File: src/rtl/adder_pkg.sv
// Shared constants and operation encoding for the skewed pipelined adder.
package adder_pkg;

  localparam int ADD_WIDTH_DEF = 16;
  localparam int ADD_SEG_DEF   = 4;

  typedef enum logic {
    OP_ADD = 1'b0,
    OP_SUB = 1'b1
  } op_e;

  function automatic int calc_nstages(input int width, input int seg);
    return (seg > 0) ? (width / seg) : 0;
  endfunction

endpackage

File: src/rtl/seg_adder.sv
// Combinational SEG-bit ripple adder. It also exposes the carry into its MSB,
// which the last stage needs to compute signed overflow.
module seg_adder #(
  parameter int SEG = 4
) (
  input  logic [SEG-1:0] a_i,
  input  logic [SEG-1:0] b_i,
  input  logic           c_i,
  output logic [SEG-1:0] sum_o,
  output logic           cout_o,
  output logic           cmsb_o
);

  always_comb begin
    logic c;
    c      = c_i;
    sum_o  = '0;
    cmsb_o = c_i;
    for (int i = 0; i < SEG; i++) begin
      sum_o[i] = a_i[i] ^ b_i[i] ^ c;
      if (i == SEG - 1) cmsb_o = c;
      c = (a_i[i] & b_i[i]) | (c & (a_i[i] ^ b_i[i]));
    end
    cout_o = c;
  end

endmodule

File: src/rtl/pipelined_adder.sv
// Skewed add/subtract pipeline: each stage adds one SEG-bit slice and carries
// the still-unprocessed upper operand bits forward, with a global stall enable.
module pipelined_adder
  import adder_pkg::*;
#(
  parameter int WIDTH = ADD_WIDTH_DEF,
  parameter int SEG   = ADD_SEG_DEF
) (
  input  logic             clk,
  input  logic             rst,
  input  logic             in_valid,
  output logic             in_ready,
  input  logic [WIDTH-1:0] A,
  input  logic [WIDTH-1:0] B,
  input  logic             Cin,
  input  logic             sub,
  output logic             out_valid,
  input  logic             out_ready,
  output logic [WIDTH-1:0] S,
  output logic             Cout,
  output logic             V
);

  localparam int NSTAGES = calc_nstages(WIDTH, SEG);

  if (WIDTH < 1 || SEG < 1 || (WIDTH % SEG) != 0) begin : g_param_check
    $error("pipelined_adder: WIDTH must be >= 1 and an exact multiple of SEG");
  end

  op_e              op;
  logic             en;
  logic [WIDTH-1:0] b_eff;
  logic             c0;
  logic             out_valid_q;
  logic [WIDTH-1:0] s_q;
  logic             cout_q;
  logic             v_q;

  // Subtract is A + ~B + ~Cin, so Cout reads as "no borrow".
  assign op       = op_e'(sub);
  assign b_eff    = (op == OP_SUB) ? ~B : B;
  assign c0       = (op == OP_SUB) ? ~Cin : Cin;
  assign en       = !out_valid_q || out_ready;
  assign in_ready = en;

  for (genvar k = 0; k < NSTAGES; k++) begin : g_stage
    localparam int LO     = k * SEG;
    localparam int REM_IN = WIDTH - LO;

    logic [REM_IN-1:0] a_in;
    logic [REM_IN-1:0] b_in;
    logic              c_in;
    logic              valid_in;
    logic              valid_q;
    logic [SEG-1:0]    seg_sum;
    logic              seg_cout;
    logic              seg_cmsb;
    logic [LO+SEG-1:0] sum_next;

    if (k == 0) begin : g_src
      assign a_in     = A;
      assign b_in     = b_eff;
      assign c_in     = c0;
      assign valid_in = in_valid;
      assign sum_next = seg_sum;
    end else begin : g_src
      assign a_in     = g_stage[k-1].g_fwd.a_q;
      assign b_in     = g_stage[k-1].g_fwd.b_q;
      assign c_in     = g_stage[k-1].g_fwd.carry_q;
      assign valid_in = g_stage[k-1].valid_q;
      assign sum_next = {seg_sum, g_stage[k-1].g_fwd.sum_q};
    end

    seg_adder #(.SEG(SEG)) u_seg (
      .a_i    (a_in[SEG-1:0]),
      .b_i    (b_in[SEG-1:0]),
      .c_i    (c_in),
      .sum_o  (seg_sum),
      .cout_o (seg_cout),
      .cmsb_o (seg_cmsb)
    );

    always_ff @(posedge clk) begin
      if (rst) begin
        valid_q <= 1'b0;
      end else if (en) begin
        valid_q <= valid_in;
      end
    end

    if (k < NSTAGES - 1) begin : g_fwd
      localparam int REM_OUT = REM_IN - SEG;

      logic [REM_OUT-1:0] a_q;
      logic [REM_OUT-1:0] b_q;
      logic [LO+SEG-1:0]  sum_q;
      logic               carry_q;

      // Intermediate data is qualified by valid_q and needs no reset.
      always_ff @(posedge clk) begin
        if (en) begin
          a_q     <= a_in[REM_IN-1:SEG];
          b_q     <= b_in[REM_IN-1:SEG];
          sum_q   <= sum_next;
          carry_q <= seg_cout;
        end
      end
    end else begin : g_last
      always_ff @(posedge clk) begin
        if (rst) begin
          s_q    <= '0;
          cout_q <= 1'b0;
          v_q    <= 1'b0;
        end else if (en) begin
          s_q    <= sum_next;
          cout_q <= seg_cout;
          v_q    <= seg_cmsb ^ seg_cout;
        end
      end

      assign out_valid_q = valid_q;
    end
  end

  assign out_valid = out_valid_q;
  assign S         = s_q;
  assign Cout      = cout_q;
  assign V         = v_q;

endmodule

File: config.mk
export PLATFORM = sky130hd
export DESIGN_NAME = pipelined_adder
export DESIGN_NICKNAME = d
export VERILOG_FILES = /design/src/rtl/adder_pkg.sv /design/src/rtl/seg_adder.sv /design/src/rtl/pipelined_adder.sv
export SDC_FILE = /design/constraint.sdc
export NUM_CORES = 1
export LEC_CHECK = 0
export CELL_PAD_IN_SITES_DETAIL_PLACEMENT = 0
export CELL_PAD_IN_SITES_GLOBAL_PLACEMENT = 1
export CORE_MARGIN = 5
export CORE_UTILIZATION = 25
export CTS_CLUSTER_SIZE = 28
export DETAILED_ROUTE_END_ITERATION = 12
export PLACE_DENSITY_LB_ADDON = 0.08
export SETUP_SLACK_MARGIN = 0.02
export SYNTH_ARGS = -nofsm -noshare
export SYNTH_HDL_FRONTEND = slang
export SYNTH_SLANG_ARGS = --single-unit
File: constraint.sdc
create_clock -name clk -period 4.3 [get_ports clk]
set_input_delay 0.86 -clock clk [delete_from_list [all_inputs] [get_ports clk]]
set_output_delay 0.86 -clock clk [all_outputs]
set_load 0.01 [all_outputs]
==> results.md <==
* Final Wtd Congestion at between 0.6 and 0.7
* Syn nets at just under 300
* Data required time at the worst endpoint at approximately 3.4 ns
* Maxcap violations at 0
* Fraction of layout cells with a size suffix above 1 at between 7 and 8%
* Power after layout at between 2 and 2.5 mW
* Leading cell types in the layout, fill and taps excluded: edfxtp_1 (75), clkdlybuf4s50_1 (57), nand2_1 (36), inv_1 (34), dfxtp_1 (22)
* Die boundary width at 131 µm
* Reg-to-Reg End: S[15]
* Effective utilization at floorplan at around a quarter
* Clock tree from TritonCTS: yes
* Number of unique standard cell types used by synthesis at 18
* Worst-skew pair later-pin latency at 0.33 ns
* TritonRoute pass-1 iters at 4
* Fmax at slightly above 300 MHz
* Sum of negative setup slack at 0 ns
* Antenna cells at 0
* Path type of the worst setup path: in -> out
* Root buf cell: clkbuf_16
* Worst hold endpoint: g_stage[1].g_fwd.b_q[0]
* Pre-CTS WS at 0.777 ns
* I/O Pins at between 50 and 60
* Clock Tree Buf Depth at 2
* Worst flop-to-flop path startpoint: g_stage[2].g_fwd.a_q[0]
* Cell row count at 44
* Final max-slew violation count at 0
* Post-synthesis instance area at approximately 3700 µm²
* Cells after Synth at roughly 240
* Yosys Warn Count at 0
* Area growth syn-to-layout at 27.5%
* Clock tree skew after final layout at ~0.0052 ns
* Critical path peak fanout at 33
* Net count of the finished layout at 354
* Number of fill cells in the layout at roughly 1,500
* Post-CTS resize count at 0
* Wire length of the first global-routing pass at roughly 10 mm
* Fin crit period at 3.23 ns
* Number of buffers created by CTS at 9
* Cell repeated most along the worst path: clkdlybuf4s50_1
* Beginning of the worst hold path: g_stage[0].g_fwd.b_q[4]
* Cell Chain, Critical Path: clkdlybuf4s50_1 -> nor2b_4 -> inv_4 -> clkdlybuf4s50_1
* Core region area at 14,500 µm²
* Leakage power total at around 1.8 nW
* Cell area reported after detailed placement at 4430 µm²
* Worst R2R Setup Slack at about 2.0 ns
* Most common cell after layout, fill and taps aside: edfxtp_1
* Area of all placed cells without fillers at 4690 µm²
* Outcome: completed
* Final ANT Viol Nets at 0
* Hold Buf Count CTS at 0
* Area enclosed by the die boundary at approximately 17,000 µm²
* Slowest stage delay, CP at 0.62 ns
* Total length of routed wires at 5.93 mm
* Pin count of the biggest net entering global routing at 69
* Hold_ws at just over 0.4 ns
* Number of global-route vias before repair at approximately 1,900
* FF-to-FF path depth at 8
* Final worst-path cycle share at 75.2%
* Setup repair after global routing missed its margin: no
* Via density per instance at between 3 and 4
* Number of instances in the placed design at ~470
* Number of DRC violations after detailed-routing iteration 0 at 67
* Non-filler instance count after layout at around 490
* Final setup violation count at 0
* Global route overflow at 0
* Post-CTS Setup Inserts at 0
* Max H-tree Level at 3
* Headroom to the max-slew limit at a little over a third
* Final Util at approximately 32%
* Max VDD drop at between 0.15 and 0.2 mV
* Average wire per standard cell at around 12 µm
* Measured slew at the worst slew-check pin at ~0.96 ns
* Critical path's slowest cell: clkdlybuf4s50_1
* Die boundary height at 131 µm
* Hold Path Stages at 0
* HPWL after detailed placement at between 4 and 5 mm
* Final Hold Fails at 0
* Capturing element type of the critical path: primary output
* DRC errors left at 0
* Data arrival time of the critical path at roughly 2.4 ns
* Sequential element share of the synthesized area at roughly three quarters
* Startpoint types: input pin
* Via count of the routed design at approximately 1,800
* Final worst slack at between 1 and 1.5 ns
* Number of sinks handled by clock tree synthesis at 97
* Total routing resource utilization after global routing at roughly 7.4%
* Cell Pwr Density at 471 nW/µm²
* Kind of path behind the tightest hold check: reg -> reg
* Avg Cell Area, Syn at ~16 µm²
* Antenna violations before repair at 0
* Number of buffer cells added on primary ports at 57
* #FFs+latches synth at 97
* CTS clk-pin slew, worst paths at 0.06 ns
area by class of cell:
type	count	area, µm²	share of cell area [%]
Clock buffer	10	229	4.88
Inverter	35	134	2.85
Timing Repair Buffer	60	593	12.6
Clock inverter	6	33.8	0.720
Tap cell	184	230	4.91
Sequential cell	97	2690	57.4
Multi-Input combinational cell	97	777	16.6
Yosys cell counts, drive strengths merged:
master / number / area share (%)
nor2: 5 / 0.51
inv: 35 / 3.6
nor2b: 1 / 0.37
edfxtp: 75 / 61
xnor2: 4 / 0.95
dfxtp: 22 / 12
clkbuf: 1 / 0.10
a21oi: 18 / 2.6
nand2: 36 / 3.7
buf: 7 / 2.0
a211oi: 3 / 1.0
fa: 16 / 8.7
xor2: 14 / 3.3
worst max-delay path by stage:
stage                    from                         to  slack, ns  cells past startpoint
floorplan                 sub  g_stage[0].g_fwd.sum_q[3]       1.30                     10
global placement          sub  g_stage[0].g_fwd.sum_q[3]       0.83                      9
detailed placement        sub  g_stage[0].g_fwd.sum_q[3]       0.78                      9
CTS                 out_ready                   in_ready       1.03                      4
global route        out_ready                   in_ready        1.0                      4
finish              out_ready                   in_ready       1.07                      4
flip-flops by register name (all words and copies together), names as in the netlist:
name	cells
out_valid	1
g_stage.g_fwd.sum_q	24
g_stage.g_fwd.a_q	24
g_stage.g_fwd.b_q	24
V	1
S	16
Cout	1
g_stage.valid_q	3
g_stage.g_fwd.carry_q	3
metal layers:
metal / vias up / track usage [%] / wire (µm)
met1: 827 / 9.88 / 2850
met3: 11 / 2.60 / 315
li1: 898 / - / -
met4: 0 / 3.94 / 140
met2: 44 / 10.4 / 2630
met5: - / 0 / 0
cells by family (layout without fill, tap and decap cells):
| kind of cell | count (synthesis) | in the layout | share of synthesized area (%) |
|---|---|---|---|
| AOI/OAI and AO/OA | 21 | 21 | 3.57 |
| and+or+nand+nor | 42 | 42 | 4.56 |
| buffers and inverters | 43 | 111 | 5.65 |
| adders and majority gates | 16 | 16 | 8.71 |
| DFF | 97 | 97 | 73.2 |
| xor gates and xnor gates | 18 | 18 | 4.29 |
worst max-delay path, delay by kind of cell:
family                 cells  cell delay, ns
buffers and inverters      3            1.42
and+or+nand+nor            1            0.06
report_power, final:
group | leakage (nW) | switching (mW) | internal [mW]
combinational | 0.722 | 0.116 | 0.146
clock | 0.136 | 0.324 | 0.389
sequential | 0.975 | 0.0492 | 1.18
total | 1.83 | 0.489 | 1.72
(Power assumes the default switching activity.)
